### config.mk
export PLATFORM = sky130hd
export DESIGN_NAME = text_console
export DESIGN_NICKNAME = d
export VERILOG_FILES = /design/src/rtl/text_console_pkg.sv /design/src/rtl/console_mem.sv /design/src/rtl/text_console.sv
export SDC_FILE = /design/constraint.sdc
export NUM_CORES = 1
export LEC_CHECK = 0
export BUFFER_PORTS_ARGS = -buffer_cell sky130_fd_sc_hd__buf_2
export CAP_MARGIN = 20
export CORE_ASPECT_RATIO = 2
export CORE_MARGIN = 3
export CORE_UTILIZATION = 57
export CTS_CLUSTER_SIZE = 40
export DETAILED_ROUTE_END_ITERATION = 6
export PLACE_DENSITY = 0.76
export SYNTH_ARGS = -nofsm -noshare
export SYNTH_HDL_FRONTEND = slang
export SYNTH_SLANG_ARGS = --single-unit
### constraint.sdc
create_clock -name clk -period 4.7 [get_ports clk]
set_clock_uncertainty 0.1 [all_clocks]
set_input_delay 0.94 -clock clk [delete_from_list [all_inputs] [get_ports clk]]
set_output_delay 0.94 -clock clk [all_outputs]
set_load 0.01 [all_outputs]
### src/rtl/text_console_pkg.sv
// Shared definitions for the character console: control codes, FSM encoding, geometry defaults.
// Latency: n/a (declarations only).
// Backpressure: n/a.
package text_console_pkg;

    localparam int DEF_COLS = 16;
    localparam int DEF_ROWS = 4;

    localparam logic [7:0] CHR_BS    = 8'h08;
    localparam logic [7:0] CHR_LF    = 8'h0A;
    localparam logic [7:0] CHR_FF    = 8'h0C;
    localparam logic [7:0] CHR_CR    = 8'h0D;
    localparam logic [7:0] CHR_SPACE = 8'h20;

    typedef enum logic [1:0] {
        ST_CLEAR  = 2'd0,
        ST_IDLE   = 2'd1,
        ST_SCROLL = 2'd2,
        ST_FILL   = 2'd3
    } state_t;

    // Printable glyph range stored at the cursor.
    function automatic logic is_printable(input logic [7:0] b);
        return (b >= 8'h20) && (b <= 8'h7E);
    endfunction

endpackage

### src/rtl/console_mem.sv
// Character store: one write port, one registered read port, one combinational copy-source read.
// Latency: registered read 1 cycle (read-before-write); copy read is combinational.
// Backpressure: none, accepts a write and a read every cycle.
// Ports: i_clk/i_rst; i_we/i_wr_addr/i_wr_dat write; i_rd_addr -> o_rd_dat (registered);
//        i_cp_addr -> o_cp_dat (combinational, used while scrolling).
module console_mem
    import text_console_pkg::*;
#(
    parameter int DEPTH = 64,
    parameter int AW    = 6
) (
    input  logic          i_clk,
    input  logic          i_rst,
    input  logic          i_we,
    input  logic [AW-1:0] i_wr_addr,
    input  logic [7:0]    i_wr_dat,
    input  logic [AW-1:0] i_rd_addr,
    output logic [7:0]    o_rd_dat,
    input  logic [AW-1:0] i_cp_addr,
    output logic [7:0]    o_cp_dat
);

    logic [7:0] r_mem [DEPTH];
    logic [7:0] r_rd_dat;

    always_ff @(posedge i_clk) begin
        if (i_we) begin
            r_mem[i_wr_addr] <= i_wr_dat;
        end
    end

    // Addresses past the end only exist when DEPTH is not a power of two; show blanks there.
    always_ff @(posedge i_clk) begin
        if (i_rst) begin
            r_rd_dat <= CHR_SPACE;
        end else if (int'(i_rd_addr) < DEPTH) begin
            r_rd_dat <= r_mem[i_rd_addr];
        end else begin
            r_rd_dat <= CHR_SPACE;
        end
    end

    assign o_rd_dat = r_rd_dat;
    assign o_cp_dat = r_mem[i_cp_addr];

endmodule

### src/rtl/text_console.sv
// Character terminal: decodes UART bytes into a ROWS x COLS screen with cursor, wrap, scroll, clear.
// Latency: byte effects visible the edge after acceptance; scroll holds off input N cycles, clear N cycles.
// Backpressure: rx_ready low during CLEAR/SCROLL/FILL; upstream holds rx_valid until accepted.
// Ports: clk, rst (sync, active-high); rx_data/rx_valid/rx_ready byte input; char_addr -> char_out
//        (1-cycle registered read); cursor_idx = row*COLS+col; busy while clearing or scrolling.
// Optional: define CONSOLE_CURSOR_EN for a blinking inverse-video cursor (adds BLINK_CYCLES).
module text_console
    import text_console_pkg::*;
#(
    parameter int COLS = DEF_COLS,
    parameter int ROWS = DEF_ROWS
`ifdef CONSOLE_CURSOR_EN
    , parameter int BLINK_CYCLES = 13500000
`endif
) (
    input  logic                          clk,
    input  logic                          rst,
    input  logic [7:0]                    rx_data,
    input  logic                          rx_valid,
    output logic                          rx_ready,
    input  logic [$clog2(COLS*ROWS)-1:0]  char_addr,
    output logic [7:0]                    char_out,
    output logic [$clog2(COLS*ROWS)-1:0]  cursor_idx,
    output logic                          busy
);

    localparam int N  = COLS * ROWS;
    localparam int AW = $clog2(N);
    localparam int CW = $clog2(COLS);
    localparam int RW = (ROWS > 1) ? $clog2(ROWS) : 1;

    localparam logic [CW-1:0] COL_LAST   = CW'(COLS - 1);
    localparam logic [RW-1:0] ROW_LAST   = RW'(ROWS - 1);
    localparam logic [AW-1:0] CNT_CLEAR  = AW'(N - 1);
    localparam logic [AW-1:0] CNT_SCROLL = AW'(N - COLS - 1);
    localparam logic [AW-1:0] CNT_FILL   = AW'(COLS - 1);
    localparam logic [AW-1:0] LAST_ROW0  = AW'(N - COLS);
    localparam logic [AW-1:0] ROW_STRIDE = AW'(COLS);

    state_t        r_state;
    logic [AW-1:0] r_cnt;
    logic [RW-1:0] r_row;
    logic [CW-1:0] r_col;
    logic          r_rx_ready;
    logic          r_busy;

    logic          w_accept;
    logic [AW-1:0] w_cursor;
    logic          w_we;
    logic [AW-1:0] w_wr_addr;
    logic [7:0]    w_wr_dat;
    logic [AW-1:0] w_cp_addr;
    logic [7:0]    w_cp_dat;
    logic [7:0]    w_rd_dat;

    assign w_accept = rx_valid && r_rx_ready;
    // COLS is a power of two, so concatenation is row*COLS+col.
    assign w_cursor = AW'({r_row, r_col});

    always_ff @(posedge clk) begin
        if (rst) begin
            r_state    <= ST_CLEAR;
            r_cnt      <= '0;
            r_row      <= '0;
            r_col      <= '0;
            r_rx_ready <= 1'b0;
            r_busy     <= 1'b1;
        end else begin
            case (r_state)
                ST_CLEAR: begin
                    if (r_cnt == CNT_CLEAR) begin
                        r_cnt      <= '0;
                        r_row      <= '0;
                        r_col      <= '0;
                        r_state    <= ST_IDLE;
                        r_rx_ready <= 1'b1;
                        r_busy     <= 1'b0;
                    end else begin
                        r_cnt <= r_cnt + 1'b1;
                    end
                end
                ST_IDLE: begin
                    if (w_accept) begin
                        if (is_printable(rx_data)) begin
                            if (r_col == COL_LAST) begin
                                r_col <= '0;
                                if (r_row == ROW_LAST) begin
                                    r_state    <= ST_SCROLL;
                                    r_cnt      <= '0;
                                    r_rx_ready <= 1'b0;
                                    r_busy     <= 1'b1;
                                end else begin
                                    r_row <= r_row + 1'b1;
                                end
                            end else begin
                                r_col <= r_col + 1'b1;
                            end
                        end else if (rx_data == CHR_CR) begin
                            r_col <= '0;
                        end else if (rx_data == CHR_LF) begin
                            if (r_row == ROW_LAST) begin
                                r_state    <= ST_SCROLL;
                                r_cnt      <= '0;
                                r_rx_ready <= 1'b0;
                                r_busy     <= 1'b1;
                            end else begin
                                r_row <= r_row + 1'b1;
                            end
                        end else if (rx_data == CHR_BS) begin
                            if (r_col != '0) begin
                                r_col <= r_col - 1'b1;
                            end
                        end else if (rx_data == CHR_FF) begin
                            r_state    <= ST_CLEAR;
                            r_cnt      <= '0;
                            r_rx_ready <= 1'b0;
                            r_busy     <= 1'b1;
                        end
                    end
                end
                ST_SCROLL: begin
                    if (r_cnt == CNT_SCROLL) begin
                        r_cnt   <= '0;
                        r_state <= ST_FILL;
                    end else begin
                        r_cnt <= r_cnt + 1'b1;
                    end
                end
                ST_FILL: begin
                    if (r_cnt == CNT_FILL) begin
                        r_cnt      <= '0;
                        r_state    <= ST_IDLE;
                        r_rx_ready <= 1'b1;
                        r_busy     <= 1'b0;
                    end else begin
                        r_cnt <= r_cnt + 1'b1;
                    end
                end
                default: begin
                    r_state <= ST_CLEAR;
                    r_cnt   <= '0;
                end
            endcase
        end
    end

    // Single write port shared by byte stores, backspace blanking, clear, scroll copy and fill.
    assign w_cp_addr = r_cnt + ROW_STRIDE;

    always_comb begin
        w_we      = 1'b0;
        w_wr_addr = r_cnt;
        w_wr_dat  = CHR_SPACE;
        case (r_state)
            ST_CLEAR: begin
                w_we = 1'b1;
            end
            ST_SCROLL: begin
                w_we     = 1'b1;
                w_wr_dat = w_cp_dat;
            end
            ST_FILL: begin
                w_we      = 1'b1;
                w_wr_addr = LAST_ROW0 + r_cnt;
            end
            ST_IDLE: begin
                if (w_accept && is_printable(rx_data)) begin
                    w_we      = 1'b1;
                    w_wr_addr = w_cursor;
                    w_wr_dat  = rx_data;
                end else if (w_accept && (rx_data == CHR_BS) && (r_col != '0)) begin
                    w_we      = 1'b1;
                    w_wr_addr = w_cursor - AW'(1);
                end
            end
            default: begin
                w_we = 1'b0;
            end
        endcase
        // Reset abandons any in-flight write so CLEAR restarts cleanly.
        if (rst) begin
            w_we = 1'b0;
        end
    end

    console_mem #(
        .DEPTH (N),
        .AW    (AW)
    ) u_mem (
        .i_clk     (clk),
        .i_rst     (rst),
        .i_we      (w_we),
        .i_wr_addr (w_wr_addr),
        .i_wr_dat  (w_wr_dat),
        .i_rd_addr (char_addr),
        .o_rd_dat  (w_rd_dat),
        .i_cp_addr (w_cp_addr),
        .o_cp_dat  (w_cp_dat)
    );

`ifdef CONSOLE_CURSOR_EN
    logic [31:0]   r_blink_cnt;
    logic          r_blink_phase;
    logic [AW-1:0] r_addr_q;

    always_ff @(posedge clk) begin
        if (rst) begin
            r_blink_cnt   <= '0;
            r_blink_phase <= 1'b0;
            r_addr_q      <= '0;
        end else begin
            r_addr_q <= char_addr;
            if (r_blink_cnt == 32'(BLINK_CYCLES - 1)) begin
                r_blink_cnt   <= '0;
                r_blink_phase <= ~r_blink_phase;
            end else begin
                r_blink_cnt <= r_blink_cnt + 1'b1;
            end
        end
    end

    // Inverse glyph via bit 7 when the registered read address sits on the cursor.
    assign char_out = ((r_addr_q == w_cursor) && !r_busy && r_blink_phase)
                      ? (w_rd_dat ^ 8'h80) : w_rd_dat;
`else
    assign char_out = w_rd_dat;
`endif

    assign rx_ready   = r_rx_ready;
    assign busy       = r_busy;
    assign cursor_idx = w_cursor;

endmodule

==> results of run 1 <==
## layout make-up
type	count	area, um2	area share [%]
inverters	26	97.6	0.337
multi-input cells	722	9470	32.7
repair buffers	170	1390	4.81
diodes	1	2.50	0.00863
flip-flops and latches	536	15900	54.7
clock buffers	60	1280	4.43
well taps	555	694	2.40
clock inverters	21	185	0.639
## worst min path at each step
stage,startpoint,to,slack [ps],depth (start not counted)
after floorplan,r_state[0],r_state[0],390,2
after global placement,busy,busy,330,1
after detailed placement,busy,busy,330,1
after CTS,busy,busy,350,1
after global routing,busy,busy,360,1
final,busy,busy,350,1
## cell usage in the layout, fill, tap and decap left out, drive strengths merged, types with 9 or more instances in the layout
cell	n
a21oi	21
inv	29
o22ai	17
nand2	36
dfxtp	24
a211oi	11
clkbuf	62
nand3	20
o21ai	27
mux4	289
mux2i	37
nor2	17
nand4	10
a31oi	9
a22oi	22
nor3	73
a211o	14
clkinv	12
ha	12
nand2b	14
buf	168
edfxtp	512
## through the flow
| stage | hold WS (ps) | total power (W) | utilization (%) |
|---|---|---|---|
| 6_report | 351 | 0.0117 | 65.2 |
| 3_5_place_dp | 335 | 0.00799 | 61.9 |
| 3_3_place_gp | 331 | 0.00797 | 61.9 |
| 5_1_grt | 362 | 0.0120 | 65.2 |
| 4_1_cts | 351 | 0.0117 | 65.2 |
| 2_1_floorplan | 388 | 0.00709 | - |
## where the power goes
| group | internal (W) | leakage, nW | switching [W] | total, W |
|---|---|---|---|---|
| clock | 0.00205 | 0.718 | 0.00170 | 0.00375 |
| combinational | 0.00116 | 3.59 | 0.00138 | 0.00254 |
| sequential | 0.00525 | 5.06 | 0.000122 | 0.00538 |
| total | 0.00846 | 9.37 | 0.00320 | 0.0117 |
## cells in the mapped netlist, types with 4 or more instances
library cell and number:
or3_1 4, nor3_2 6, edfxtp_1 512, o221ai_1 6
nand3_1 20, nor2b_1 8, a22oi_1 22, clkbuf_1 53
nand4_1 10, nor2_1 17, o21a_1 4, buf_2 32
ha_1 12, nor3_1 67, a31oi_1 9, and2_1 7
nand2b_1 14, mux2i_1 37, o21ai_0 27, a211o_1 14
o22ai_1 17, nand3b_1 5, mux2_2 5, nand2_1 34
inv_1 26, a211oi_1 11, mux4_2 289, a21oi_1 21
dfxtp_1 24, buf_1 12
## worst register-to-register path: cells and delay by family (launching register included)
kind / cells / cell delay [ps]
AOI/OAI and AO/OA: 1 / 260
adders and majority gates: 1 / 250
buffers and inverters: 4 / 910
DFF: 1 / 580
muxes: 1 / 340
and+or+nand+nor: 4 / 1240
## cell families (layout without fill, tap and decap cells)
group	count (synthesis)	after routing	share of synthesized area, %
multiplexers	331	331	26.8
flip-flops	536	536	61.3
XOR/XNOR	2	2	0.0678
other	0	1	0
AND/OR/NAND/NOR	214	214	4.57
buffers and inverters	129	277	2.15
adder cells (fa/ha/maj)	12	12	0.581
AO/OA/AOI/OAI	163	163	4.49
## sequential cells by signal (all words and copies together), names as in the netlist
register        count
u_mem.o_rd_dat      8
busy                1
u_mem.r_mem       512
r_row               2
r_col               4
r_state             2
r_cnt               6
rx_ready            1
## layer usage
| metal | wire (um) | part of all wire (%) | vias to the layer above |
|---|---|---|---|
| met5 | 27 | 0.036 | - |
| met4 | 7440 | 10 | 4 |
| met3 | 5600 | 7.5 | 267 |
| met2 | 37600 | 51 | 1022 |
| met1 | 23600 | 32 | 8087 |
| li1 | - | - | 6201 |
==> flow_summary.yaml, run 1 <==
run_status:
  outcome: "finished, final reports clean"
clock_tree:
  tritoncts: "yes"
  cts_hold_buf: 0
  clock_latency_ps: 570
  clkSinkCount: 536
  cts_setup_buffers: 0
  max-clock-path-buffers: 3
  cts-resized-gates: 0
  cts_root_buffer: "clkbuf_16"
  cts_buffers: 45
  h-tree-depth: 2
  cts.clk_slew.worst_paths_ps: 70
route:
  wl_um: 74300
  drc_errors: 0
  ant_nets: 0
  vias: 15600
  wl_per_cell_um: 35.5
  via_per_inst: 7.45
  first_iter_violations: 1987
  dr.pass1.iters: 7
flow_run:
  drv_cap: 0
place:
  numPortBuffers: 32
  gp_congestion: 0.986
  dp_hpwl_um: 51100
  dp.cells: 2007
  placed_cell_area_um2: 27500
  dpl_worst_slack_ps: 285
global_route:
  track_usage_pct: 31.5
  top_usage_layer: "met2"
  gr-total-overflow: 0
  grt_pass1_vias: 15800
  grt_max_degree: 65
  grt_use_met2_pct: 51.8
  grtUsageMet1_pct: 37.8
  grt_pass1_wl_um: 109000
  grt_antenna_before_repair: 3
  use_met3_pct: 3.88
floorplanning:
  start_util_pct: 58.2
  die_y_um: 307
  fp.coreArea_um2: 44500
  num_io_pins: 33
  die_area_um2: 48100
  rows: 109
  die_w_um: 157
critical_path:
  end_kind: "register"
  ff2ff_setup_slack_ps: 740
  cpLargestDelayFamily: "simple AND/OR/NAND/NOR gates"
  cpMostUsedCell: "buf_4"
  rr_endpoint: "u_mem.r_mem[0][7]"
  cp-startpoint: "r_col[0]"
  crit_required_ps: 4870
  slowest_stage: "dfxtp_1"
  crit_fanout: 9
  crit_cells: 11
  critPathArrivalTime_ps: 4130
  ff2ff_path_depth: 11
  critPathLaunchType: "register"
  setup.worst_path.class: "reg2reg"
  path_cells: "inv_1 > ha_1 > nor3b_1 > nor4_4 > buf_4 > mux2_2 > o221ai_2 > nand4_1 > buf_4 > nor3_1 > buf_4"
  max_stage_delay_ps: 580
  critical_path_buf_inv_count: 4
  crit_end: "u_mem.r_mem[0][7]"
  r2r_start: "r_col[0]"
power:
  p_leak_nw: 9.37
  ir_drop_uv: 242
  power_density_nw_per_um2: 402
yosys:
  synth_cell_type_count: 67
  yosysWarningCount: 0
  synth_area_um2: 25900
  synth_top_area_share_pct: 59.5
  synth_cells: 1387
  synthArstFlopShare_pct: 0
  synth_ff_type: "edfxtp_1"
  seq_area_frac_synth_pct: 61.3
  synth_edf_count: 512
  yosys.area.top_type: "edfxtp_1"
  synth_seq_cells: 536
  ys_top_cells_by_area: "edfxtp_1, mux4_2, dfxtp_1"
  synth.avg_cell_area_um2: 18.6
  synth_fp_nets: 1416
sta:
  worst_pin_slew_ps: 993
  rsz0062_at_grt: "no"
  finalHoldViolCount: 0
  timing.slew.headroom_pct: 33.6
  fmax_mhz: 253
  maxSlewViolCount: 0
  fin_crit_sh_pct: 84.3
  worst_slack_ps: 740
  setup_viol: 0
  setup_tns_ps: 0
  fin_crit_ps: 3960
final_layout:
  fin_nets: 1530
  drive_gt1_share_pct: 37.1
  layout.cells.non_filler: 2091
  final.fill_count: 2915
  finalInstanceArea_um2: 29000
  area_growth_pct: 12.1
hold_path:
  hold_path_class: "reg2reg"
Power figures use the tool's default switching activity.
==> run 2: changes to the inputs <==
--- a/config.mk
+++ b/config.mk
@@ -12,7 +12,7 @@
 export CORE_UTILIZATION = 57
 export CTS_CLUSTER_SIZE = 40
 export DETAILED_ROUTE_END_ITERATION = 6
-export PLACE_DENSITY = 0.76
+export PLACE_DENSITY = 0.73
 export SYNTH_ARGS = -nofsm -noshare
 export SYNTH_HDL_FRONTEND = slang
 export SYNTH_SLANG_ARGS = --single-unit
==> constraint.sdc (replaced) <==
create_clock -name clk -period 4.1 [get_ports clk]
set_clock_uncertainty 0.1 [all_clocks]
set_input_delay 0.82 -clock clk [delete_from_list [all_inputs] [get_ports clk]]
set_output_delay 0.82 -clock clk [all_outputs]
set_load 0.01 [all_outputs]
==> run 2 against run 1 <==
  * Via count shrank 0.42%
  * Clock power grew 15%
  * Global-route usage is 0.12 points higher
  * Non-clock buffer count up 3
  * Critical path type unchanged
  * Sequential power up 14%
  * Flip-flop and latch count is the same
  * Combinational power grew 15%
  * Setup slack worse by 260 ps
  * Utilization is 0.070 points higher
==> flow_summary.yaml, run 2 (synthesis gave the netlist of run 1 again) <==
clock_tree:
  cts_root_buffer: "clkbuf_16"
  h-tree-depth: 2
  cts_buffers: 45
  cts-resized-gates: 0
  cts_hold_buf: 0
  clkSinkCount: 536
  clock_latency_ps: 580
  max-clock-path-buffers: 3
  tritoncts: "yes"
  cts.clk_slew.worst_paths_ps: 70
  cts_setup_buffers: 0
final_layout:
  fin_nets: 1533
  final_common_cell: "edfxtp_1"
  final.fill_count: 2939
  top_register: "u_mem.r_mem"
  area_growth_pct: 12.2
  final_cell_mix: "edfxtp_1, mux4_2, buf_4"
  drive_gt1_share_pct: 37.3
  largest_register_ff_count: 512
hold_path:
  hold_path_class: "reg2reg"
sta:
  maxSlewViolCount: 0
  fin_crit_sh_pct: 88.2
  fin_crit_ps: 3620
  fmax_mhz: 277
  setup_tns_ps: 0
  worst_pin_slew_ps: 849
  worst_slack_ps: 485
  timing.slew.headroom_pct: 43.2
  setup_viol: 0
  finalHoldViolCount: 0
  rsz0062_at_grt: "no"
run_status:
  outcome: "finished, final reports clean"
route:
  wl_um: 74800
  ant_nets: 0
  via_per_inst: 7.40
  first_iter_violations: 1845
  dr.pass1.iters: 5
  drc_errors: 0
  vias: 15500
  wl_per_cell_um: 35.7
floorplanning:
  die_y_um: 307
  die_area_um2: 48100
  num_io_pins: 33
  fp.coreArea_um2: 44500
  start_util_pct: 58.2
  rows: 109
  die_w_um: 157
global_route:
  gr-total-overflow: 0
  grt_antenna_before_repair: 1
  grt_pass1_vias: 15800
  grt_max_degree: 65
  track_usage_pct: 31.6
  grt_pass1_wl_um: 109000
power:
  p_sw_w: 0.00373
  finalPower_w: 0.0134
  ir_drop_uv: 294
  switching_share_pct: 27.9
  power_density_nw_per_um2: 461
  combinationalPowerShare_pct: 21.8
  p_seq_share_pct: 46.0
  internal-power_w: 0.00964
  clockPowerShare_pct: 32.2
  p_leak_nw: 9.39
flow_run:
  drv_cap: 0
critical_path:
  critPathArrivalTime_ps: 3780
  crit_fanout: 12
  end_kind: "register"
  crit_required_ps: 4270
  max_stage_delay_ps: 620
  setup.worst_path.class: "reg2reg"
  critPathLaunchType: "register"
  cpMostUsedCell: "buf_4"
  slowest_stage: "nor3b_1"
  path_cells: "inv_1 > ha_1 > nor3b_1 > nor4_4 > buf_4 > mux2_2 > o221ai_2 > nand4_1 > buf_4 > nor3_1 > buf_4"
place:
  gp_congestion: 0.973
  numPortBuffers: 32
  dpl_worst_slack_ps: 44.8
  dp_hpwl_um: 51600
[run 2: cell types whose count changed in the layout (fill, tap and decap cells not counted), moves of 2 or more]
cell        change
buf_2           -2
clkbuf_1        -6
clkbuf_16       -2
clkinvlp_4      +2
bufinv_16       +2
clkinv_1        +6
buf_4           +5
clkbuf_8        -6
clkinv_2        +4
[run 2: worst paths after layout]
check	to	from	slack, ps	depth (start not counted)
worst max-delay path	u_mem.r_mem[11][0]	r_col[0]	480	11
worst min-delay path	busy	busy	360	1
worst max register to register	u_mem.r_mem[11][0]	r_col[0]	480	11
worst min register to register	busy	busy	360	1
[run 2: through the flow]
stage               utilization [%]  hold WS [ps]  instances  cell area, um2
global placement               62.0           333       2012           27600
detailed placement             62.0           352       2012           27600
CTS                            65.3           368       2095           29000
finish                         65.3           364       2096           29000
global route                   65.3           393       2095           29000
floorplan                         -           388       1387           25900
[run 2: critical path: cells and delay by family, from the launching register on]
kind	cells	cell delay [ps]
multiplexers	1	300
adder cells (fa/ha/maj)	1	160
AND/OR/NAND/NOR	4	1320
AO/OA/AOI/OAI	1	250
flip-flops	1	310
buffers and inverters	4	860
[run 2: metal layers]
layer / track usage, % / vias up / part of all wire (%) / wire length [um]
li1: - / 6219 / - / -
met1: 37.2 / 8025 / 32 / 23900
met2: 52.7 / 990 / 51 / 38200
met3: 4.85 / 282 / 7.5 / 5580
met4: 22.4 / 0 / 9.4 / 7030
met5: 0 / - / 0 / 0
[run 2: power by group through the flow]
stage	logic (W)	clock network [W]	registers (W)
after floorplan	0.00196	0	0.00617
after global placement	0.00288	0	0.00626
after detailed placement	0.00289	0	0.00626
after CTS	0.00290	0.00437	0.00614
after global routing	0.00301	0.00455	0.00615
final	0.00292	0.00431	0.00615
[run 2: final cells by class]
type	instances	area, um2	area share [%]
multi-input cells	722	9470	32.6
inverters	26	97.6	0.336
clock buffers	46	1130	3.89
flip-flops and latches	536	15900	54.7
well taps	555	694	2.39
repair buffers	173	1430	4.94
diodes	1	2.50	0.00862
clock inverters	37	332	1.14
==> run 3: changes to the inputs <==
==> constraint.sdc (replaced) <==
create_clock -name clk -period 4.1 [get_ports clk]
set_clock_uncertainty 0.1 [all_clocks]
set_input_delay 0.82 -clock clk [delete_from_list [all_inputs] [get_ports clk]]
set_output_delay 0.82 -clock clk [all_outputs]
set_load 0.1 [all_outputs]
==> run 3 against run 2 <==
  * Combinational power increased by 3%
  * Maximum frequency grew 1.9%
  * Global-route usage up 0.34 points
  * Via count grew 0.68%
  * Setup slack gained 67 ps
  * Flip-flop and latch count unchanged
==> flow_summary.yaml, run 3 (synthesis gave the netlist of run 1 again) <==
route:
  via_per_inst: 7.39
  drc_errors: 0
  first_iter_violations: 2018
  ant_nets: 0
  vias: 15600
  wl_um: 75100
  dr.pass1.iters: 5
  wl_per_cell_um: 35.5
critical_path:
  setup.worst_path.class: "reg2reg"
  crit_required_ps: 4190
  critical_path_buf_inv_count: 3
  max_stage_delay_ps: 590
  path_cells: "buf_4 > mux4_2 > mux4_2 > inv_1 > o22ai_1 > a211o_2 > buf_4"
  slowest_stage: "mux4_2"
  critPathLaunchType: "register"
  crit_fanout: 64
  critPathArrivalTime_ps: 3640
  end_kind: "register"
  cpLargestDelayFamily: "multiplexers"
place:
  placed_cell_area_um2: 27600
  gp_congestion: 0.993
  dp_hpwl_um: 51900
  numPortBuffers: 32
final_layout:
  drive_gt1_share_pct: 38.0
  largest_register_ff_count: 512
  area_growth_pct: 13.1
  finalInstanceArea_um2: 29200
  post-route-util_pct: 65.8
  final_cell_mix: "edfxtp_1, mux4_2, buf_4"
  fin_nets: 1551
  top_register: "u_mem.r_mem"
  final_common_cell: "edfxtp_1"
power:
  ir_drop_uv: 442
  power_density_nw_per_um2: 476
  p_leak_nw: 9.54
  finalPower_w: 0.0139
clock_tree:
  clkSinkCount: 536
  h-tree-depth: 2
  clock_latency_ps: 590
  cts.clk_slew.worst_paths_ps: 70
  tritoncts: "yes"
  cts_root_buffer: "clkbuf_16"
  max-clock-path-buffers: 3
  cts_setup_buffers: 0
  cts_buffers: 47
  cts_hold_buf: 0
  cts-resized-gates: 0
hold_path:
  hold_path_class: "reg2reg"
sta:
  worst_pin_slew_ps: 830
  fin_crit_sh_pct: 86.5
  maxSlewViolCount: 0
  setup_viol: 0
  setup_tns_ps: 0
  fmax_mhz: 282
  fin_crit_ps: 3550
  timing.slew.headroom_pct: 44.7
  rsz0062_at_grt: "no"
  finalHoldViolCount: 0
floorplanning:
  fp.coreArea_um2: 44500
  num_io_pins: 33
  die_y_um: 307
  start_util_pct: 58.2
  rows: 109
  die_area_um2: 48100
  die_w_um: 157
run_status:
  outcome: "finished, final reports clean"
global_route:
  track_usage_pct: 31.9
  grt_pass1_wl_um: 110000
  gr-total-overflow: 0
  grt_pass1_vias: 16100
  grt_max_degree: 65
  grt_antenna_before_repair: 3
flow_run:
  drv_cap: 0
## run 3: cell count changes in the layout (fill, tap and decap cells not counted), sizes merged
cell	previous run	this run
buf	172	186
clkbuf	47	60
clkinv	23	16
bufinv	4	8
clkinvlp	6	2
inv	30	28
diode	1	2
## run 3: stage by stage
step,hold slack [ps],std cells,worst slack (ps)
5_1_grt,371,2113,455
4_1_cts,350,2111,577
2_1_floorplan,388,1387,85.5
3_3_place_gp,331,2025,84.9
6_report,347,2115,552
3_5_place_dp,334,2026,62.5
## run 3: worst reg2reg max path, stage by stage (launching register included)
cell	delay, ps
dfxtp_4	540
buf_4	370
mux4_2	600
mux4_2	550
inv_1	100
o22ai_1	170
a211o_2	320
buf_4	360
## run 3: power breakdown
group | internal [W] | total [W] | switching, W | leakage [nW]
registers | 0.00602 | 0.00618 | 0.000162 | 5.06
clock network | 0.00273 | 0.00474 | 0.00201 | 0.799
logic | 0.00133 | 0.00300 | 0.00167 | 3.67
## run 3: cell type report
cell class | instances | area, um2
inverter | 26 | 97.6
antenna | 2 | 5.00
clock inverter | 28 | 354
sequential | 536 | 15900
multi-input combinational | 722 | 9470
tap | 555 | 694
clock buffer | 57 | 1280
fill | 2917 | 15200
timing repair buffer | 189 | 1480
## run 3: final timing paths
path                            startpoint                  to  slack (ps)  cells after the start
worst max-delay path              r_cnt[0]  u_mem.r_mem[53][0]         550                      7
worst min-delay path                  busy                busy         350                      1
worst max register to register    r_cnt[0]  u_mem.r_mem[53][0]         550                      7
worst min register to register        busy                busy         350                      1
## run 3: layer usage
| metal | up-vias | global-route usage, % | part of all wire, % |
|---|---|---|---|
| li1 | 6247 | - | - |
| met1 | 8149 | 37.8 | 32 |
| met2 | 969 | 54.2 | 52 |
| met3 | 256 | 4.22 | 7.3 |
| met4 | 0 | 21.5 | 8.7 |
| met5 | - | 0 | 0 |
